## config.mk

```make
export PLATFORM = sky130hd
export DESIGN_NAME = onehot_decoder_3to8_seq
export DESIGN_NICKNAME = d
export VERILOG_FILES = /design/src/rtl/onehot_decoder_3to8_seq.sv
export SDC_FILE = /design/constraint.sdc
export NUM_CORES = 1
export LEC_CHECK = 0
export ABC_AREA = 1
export CORE_UTILIZATION = 28
export CTS_CLUSTER_DIAMETER = 200
export DETAILED_ROUTE_END_ITERATION = 10
export GPL_TIMING_DRIVEN = 0
export PLACE_DENSITY_LB_ADDON = 0.15
export SYNTH_ARGS = -nofsm -noshare
export SYNTH_HDL_FRONTEND = slang
export SYNTH_SLANG_ARGS = --single-unit
```

## constraint.sdc

```tcl
create_clock -name clk -period 1.4 [get_ports clk]
set_input_delay 0.21 -clock clk [delete_from_list [all_inputs] [get_ports clk]]
set_output_delay 0.21 -clock clk [all_outputs]
set_load 0.1 [all_outputs]
```

## src/rtl/onehot_decoder_3to8_seq.sv

```systemverilog
// ---------------------------------------------------------------------------
// onehot_decoder_3to8_seq
//
// Registered 3-to-8 decoder. Turns an accepted 3-bit index back into a
// one-hot line that is held for PULSE_LEN cycles. It is the counterpart of
// the 8-to-3 priority encoder, for example to regenerate per-line
// acknowledge strobes from an encoded grant.
//
// Alongside the pulse, the block keeps a sticky mask of every index that has
// been served with in_en = 1. It raises a one-cycle dup flag when an index
// that is already in the mask is requested again.
//
// Parameters
//   PULSE_LEN  cycles each one-hot output is held (1..15)
//   CNT_W      hold-counter width, 2**CNT_W > PULSE_LEN
//
// Ports
//   clk         rising-edge clock
//   rst         asynchronous, active-high reset
//   in_valid    in_code/in_en are presented
//   in_ready    block can take a code this cycle (from state only)
//   in_code     index to decode, 0..7
//   in_en       1 = drive the decoded line, 0 = consume the code, drive Y = 0
//   Y           registered one-hot (or all-zero) output
//   y_valid     Y is being driven for an accepted code
//   served      sticky mask of indices accepted with in_en = 1
//   served_clr  synchronous clear of served
//   dup         one-cycle pulse, aligned with the first Y cycle, when the
//               accepted index was already set in served
//   busy        high while in DRIVE
//
// Handshake: a code is consumed on a rising edge where in_valid && in_ready.
// in_ready depends only on the registered state, never on in_valid, so a
// producer may hold in_valid and in_code stable until it sees the consuming
// edge. While in_ready is low, in_valid is ignored and nothing is consumed.
// ---------------------------------------------------------------------------
module onehot_decoder_3to8_seq #(
    parameter int PULSE_LEN = 1,
    parameter int CNT_W     = 4
) (
    input  logic       clk,
    input  logic       rst,
    input  logic       in_valid,
    output logic       in_ready,
    input  logic [2:0] in_code,
    input  logic       in_en,
    output logic [7:0] Y,
    output logic       y_valid,
    output logic [7:0] served,
    input  logic       served_clr,
    output logic       dup,
    output logic       busy
);

    typedef enum logic {
        ST_IDLE  = 1'b0,
        ST_DRIVE = 1'b1
    } state_t;

    // Counter value loaded on accept: the number of additional cycles the
    // pulse is held after its first cycle.
    localparam logic [CNT_W-1:0] RELOAD = CNT_W'(PULSE_LEN - 1);

    state_t           state_q;
    state_t           state_d;
    logic [CNT_W-1:0] cnt_q;
    logic [CNT_W-1:0] cnt_d;
    logic [7:0]       y_d;
    logic             y_valid_d;
    logic [7:0]       served_d;
    logic             dup_d;
    logic             accept;
    logic [7:0]       code_onehot;

    // The last cycle of a pulse is also an accept slot. This lets a held
    // in_valid chain pulses back-to-back with no idle gap.
    assign in_ready    = (state_q == ST_IDLE) || (cnt_q == '0);
    assign accept      = in_valid && in_ready;
    assign busy        = (state_q == ST_DRIVE);
    assign code_onehot = 8'h01 << in_code;

    // -----------------------------------------------------------------------
    // Next-state and next-output logic
    // -----------------------------------------------------------------------
    always_comb begin
        state_d   = state_q;
        cnt_d     = cnt_q;
        y_d       = Y;
        y_valid_d = y_valid;

        if (accept) begin
            // The same reload applies from IDLE and from the final DRIVE cycle.
            y_d       = in_en ? code_onehot : 8'h00;
            y_valid_d = 1'b1;
            cnt_d     = RELOAD;
            state_d   = ST_DRIVE;
        end else begin
            case (state_q)
                ST_IDLE: begin
                    // Nothing to do; outputs already zero.
                end
                ST_DRIVE: begin
                    if (cnt_q != '0) begin
                        cnt_d = cnt_q - CNT_W'(1);
                    end else begin
                        y_d       = 8'h00;
                        y_valid_d = 1'b0;
                        state_d   = ST_IDLE;
                    end
                end
                default: begin
                    state_d   = ST_IDLE;
                    cnt_d     = '0;
                    y_d       = 8'h00;
                    y_valid_d = 1'b0;
                end
            endcase
        end
    end

    // -----------------------------------------------------------------------
    // Served mask and duplicate detection
    // -----------------------------------------------------------------------
    always_comb begin
        served_d = served;
        // The clear comes first, so a coinciding accept leaves only its own bit.
        if (served_clr) begin
            served_d = 8'h00;
        end
        if (accept && in_en) begin
            served_d = served_d | code_onehot;
        end
        // Looks at the mask before this edge, so a coinciding clear does
        // not hide a repeat request.
        dup_d = accept && in_en && served[in_code];
    end

    // -----------------------------------------------------------------------
    // State register
    // -----------------------------------------------------------------------
    always_ff @(posedge clk or posedge rst) begin
        if (rst) begin
            state_q <= ST_IDLE;
            cnt_q   <= '0;
            Y       <= 8'h00;
            y_valid <= 1'b0;
            served  <= 8'h00;
            dup     <= 1'b0;
        end else begin
            state_q <= state_d;
            cnt_q   <= cnt_d;
            Y       <= y_d;
            y_valid <= y_valid_d;
            served  <= served_d;
            dup     <= dup_d;
        end
    end

endmodule

```

Word level (Yosys, flattened, before mapping)
Cells that the tools add are included.

operators by class
  add/sub/neg operators = 1
  $lt $le $gt $ge = 1
  equal/unequal tests = 1
  shifts and indexed selects = 1
  multiplexer cells = 17
  bitwise gates (word level) = 2
  reduce and logical (&&, ||, !) cells = 10

operator list
  cell                   count
  $mux W8                6
  $mux W4                3
  $or A8 B8 Y8           1
  $shl A1 B3 Y8 const A  1
  $mux W1                7
  $logic_not A4 Y1       1
  $lt A3 B4 Y1 const B   1
  $reduce_and A2 Y1      2
  $reduce_bool A2 Y1     2
  $reduce_bool A4 Y1     1
  $sub A4 B1 Y4 const B  1
  $bmux W1 S3            1
  $logic_and A1 B1 Y1    3
  $ne A2 B2 Y1 const B   1
  $logic_or A1 B1 Y1     1
  $not A1 Y1             1

word-level totals
  register bits = 23
  bits of input ports = 8
  output and inout port bits = 20
  word-level logic and storage cells = 39

Logic depth before layout (Yosys ltp)
Gate-level depths: netlist of the first run.

  word-level depth = 5
  depth in mapped cells = 8
  gate-level depth less buffers = 8

Least setup slack after synthesis of the first run
No wires, ideal clock.

  path type = flip-flop to flip-flop
  from = register state_q (netlist: busy)
  to = register Y[0]
  library setup time = 0.068 ns
  data arrival time = 1.882 ns
  data required time = 1.332 ns
  path slack = -0.550 ns
  stages on the path, launching flop included = 5
  buffers on the path = 0
  period minus slack after synthesis = 1.950 ns
  cells stage by stage = dfrtp_1 -> nand2_4 -> nand2_1 -> nand3_1 -> nand2_1

between the ends
  word-level cells in the longest chain between the ends = 5
  elaborated cells between the ends (all ways) = 7
  classes of those cells = eq/ne: 1; mux: 1; bitwise: 1; reduce/logical: 4

ends and longest elaborated chain
  element                                                              RTL line  RTL
  start, declared                                                      64        state_t state_q;
  start signal, assigned                                               150       state_q <= state_d;
  $not A1 Y1 *                                                         77        assign in_ready = (state_q == ST_IDLE) || (cnt_q == '0);
  $logic_or A1 B1 Y1 *                                                 77
  named net in_ready                                                   44        output logic in_ready,
  $logic_and A1 B1 Y1 *                                                78        assign accept = in_valid && in_ready;
  $ne A2 B2 Y1 (no source line) or $reduce_bool A2 Y1 (tied branches)  -
  $reduce_and A2 Y1 (no source line)                                   -
  end signal, assigned                                                 152       Y <= y_d;
  end, declared                                                        47        output logic [7:0] Y,

The timed path passes the listed nets; every way through them passes the cells marked *.
A chain may end at the register's enable or synchronous reset.

Worst setup path after layout of the first run
  from = register cnt_q[1]
  to = output in_ready

between the ends
  word-level cells in the longest chain between the ends = 2

ends and longest elaborated chain
  element                 RTL line  RTL
  start, declared         66        logic [CNT_W-1:0] cnt_q;
  start signal, assigned  151       cnt_q <= cnt_d;
  $logic_not A4 Y1        77
  $logic_or A1 B1 Y1      77
  end, declared           44

Every way passes these cells.

==> impl_metrics.toml, run 1 <==
[placement]
numPortBuffers = 27
hpwl_mm = 1.72
gp_congestion = 0.782

[status]
violations = "negative setup slack"
status = "finished, violations left"

[clock_tree]
clk_pin_slew_ps = 90
cts.sinks = 23
cts_htree_levels = 1
cts_tree = "done"
cts_made_buffers = 3
hold_buffers = 0
clk_path_buf_depth = 2
clock_latency_ps = 270
clockRootBuffer = "clkbuf_8"

[logic_synthesis]
synth-seq-cells = 23
syn-cell-area_mm2 = 0.00109
synth_ff_type = "dfrtp_1"
syn_avg_cell_area_um2 = 8.06
yosys.area_share.simple_pct = 35.5
synth_xor_xnor_area_share_pct = 0
muxShareOfSynthArea_pct = 0
yosys-top-cells-area = "dfrtp_1, nand2_1, inv_1"
synthesis.nets = 145
synth_fa_ha_area_share_pct = 2.30
synthCells = 135
synth_cell_type_count = 16
synth_common_cells = "nand2_1, dfrtp_1, inv_1, nor2_1, nand3_1"
synth_compound_area_share_pct = 2.41
synth_top_area_cell = "dfrtp_1"
async_reset_ff_share_pct = 100
synth.top_cell.area_share_pct = 52.9
synth_top_family_by_area = "simple AND/OR/NAND/NOR gates"
synth_edf_count = 0
post-synth-top-count-cell = "nand2_1"
yosysSeqAreaShare_pct = 52.9
yosysWarnings = 0

[sta]
tightest_slew_ps = 881
setup_tns_ps = -88.5
finalCritPeriodShare_pct = 105
fin_skew_ps = 2.05
fmax_ghz = 0.679
finalWorstSetupSlack_ps = -72.6
slew_headroom_pct = 41.2
min_period_ps = 1470
rsz0062_at_grt = "yes"
setup_viol_count_final = 2
hold_violations = 0
drv_slew = 0

[route]
drt_iter0_drc = 34
firstDrtPassIters = 6
viasPerCell = 4.41
wl_mm = 2.65
drc = 0
antenna_left = 0
wl_per_cell_um = 11.9
vias = 978

[pwr]
peakVddDrop_uv = 343
powerDensity_mw_per_mm2 = 902
p_leak_nw = 0.879
power.total_mw = 1.44

[setup_path]
critPathMaxStageDelay_ps = 410
critPathBufInv = 2
r2r_slack_ps = -20
worstReg2RegEnd = "dup$_DFF_PP0_"
cp_top_family = "flip-flops"
required_ps = 1190
r2r_start = "cnt_q[1]$_DFFE_PP0P_"
crit_arrival_ps = 1260
path_max_fanout = 5
cp_slowest_cell = "dfrtp_1"
cp_cell_sequence = "inv_2, ha_4, nand2_4, nand2_8, buf_12"
critical_path_class = "reg -> out"
r2r_cells = 9
endpoint_kind = "output pin"
startpoint_type = "register"

[floorplanning]
row_count = 22
io_pins = 28
initial_core_util_pct = 29.5
die_w_um = 64.4
die_height_um = 64.4
core_mm2 = 0.00369
die-area_mm2 = 0.00414

[grt]
grt_max_degree = 24
grt_pass1_vias = 942
antenna_found_initial = 0
grt_pass1_wl_mm = 4.04
grt_usage_pct = 12.7
overflow = 0

[cells_and_area]
layout-drive-gt1-share_pct = 37.9
fin_util_pct = 43.4
syn2layout_area_growth_pct = 47.0
n_antenna_cell = 0
nets = 185

[worst_hold_path]
min_path_type = "in -> async"

[flow_run]
cap_violations = 0
layout make-up:
class	instances	area (um^2)
flip-flops and latches	23	589
well taps	48	60.1
inverters	17	63.8
plain buffers	1	15.0
fillers	398	2090
multi-input cells	95	547
repair buffers	34	277
clock buffers	3	41.3
clock inverters	1	7.51
kinds of logic after synthesis:
group | Yosys count
simple gates | 87
fa+ha+maj | 2
buf+inv | 18
flops | 23
compound gates | 5
through the flow:
stage | hold slack, ps | cells | setup WS, ps | area [um^2]
floorplan | 211 | 135 | 26.8 | 1110
global placement | 453 | 210 | -745 | 1440
detailed placement | 463 | 210 | -764 | 1440
CTS | 461 | 214 | -130 | 1460
global route | 509 | 222 | -122 | 1600
finish | 421 | 222 | -72.6 | 1600
worst reg2reg max path, cell delays in order, from the launching register on:
cell and delay, ps:
dfrtp_1 410, inv_2 90, ha_4 140, nand2_4 70
nand2_8 100, buf_12 120, nand2_8 70, nor2_8 190
nand2_1 70, nor2_1 80
state kept, by name, indices dropped and copies added (netlist names):
signal	count
Y	8
cnt_q	4
y_valid	1
busy	1
dup	1
served	8
repair_timing:
| action | CTS | global route |
|---|---|---|
| setup buffers | 0 | 6 |
| hold endpoints to repair | 0 | 0 |
| endpoints found under the setup margin | 20 | 25 |
| pin swaps | 0 | 6 |
| resized for setup | 93 | 34 |
| cloned | 0 | 2 |
routing by layer:
layer | GRT usage [%] | wire (um) | up-vias
li1 | - | - | 496
met4 | 5.83 | 45 | 0
met2 | 21.4 | 1270 | 19
met5 | 0 | 0 | -
met3 | 3.04 | 109 | 5
met1 | 15.1 | 1220 | 458
report_power, final:
| part | total (mW) | leakage [nW] | internal [mW] | switching (mW) |
|---|---|---|---|---|
| Combinational | 0.305 | 0.559 | 0.0708 | 0.234 |
| Clock | 0.440 | 0.0217 | 0.202 | 0.238 |
| Sequential | 0.699 | 0.298 | 0.684 | 0.0143 |
worst max path at each step:
stage,to,depth (start not counted),startpoint,slack (ps)
after floorplan,cnt_q[2]$_DFFE_PP0P_,5,busy$_DFF_PP0_,30
after global placement,in_ready,5,cnt_q[0]$_DFFE_PP0P_,-750
after detailed placement,in_ready,5,cnt_q[0]$_DFFE_PP0P_,-760
after CTS,in_ready,5,cnt_q[0]$_DFFE_PP0P_,-130
after global routing,in_ready,5,cnt_q[1]$_DFFE_PP0P_,-120
final,in_ready,5,cnt_q[1]$_DFFE_PP0P_,-70
layout by cell type (no fill, tap or decap), drive strengths merged:
master         netlist  final
a21oi                1      1
buf                  1     25
clkbuf               0      5
clkdlybuf4s15        0      1
clkdlybuf4s50        0      7
clkinvlp             0      1
dfrtp               23     23
ha                   2      2
inv                 17     17
nand2               58     58
nand3               11     11
nand3b               2      2
nand4                1      1
nor2                15     16
o21ai                3      3
o22ai                1      1
Power figures use the tool's default switching activity.
==> run 2, diff against run 1 <==
Settings changed: SLEW_MARGIN from default to 10.
==> results of run 2 <==
The final DEF is identical to that of run 1; final timing and power are the same.
==> run 3, diff against run 2 <==
Settings changed: GPL_ROUTABILITY_DRIVEN from default to 0.
==> results of run 3 <==
The final DEF is identical to that of run 1; final timing and power are the same.
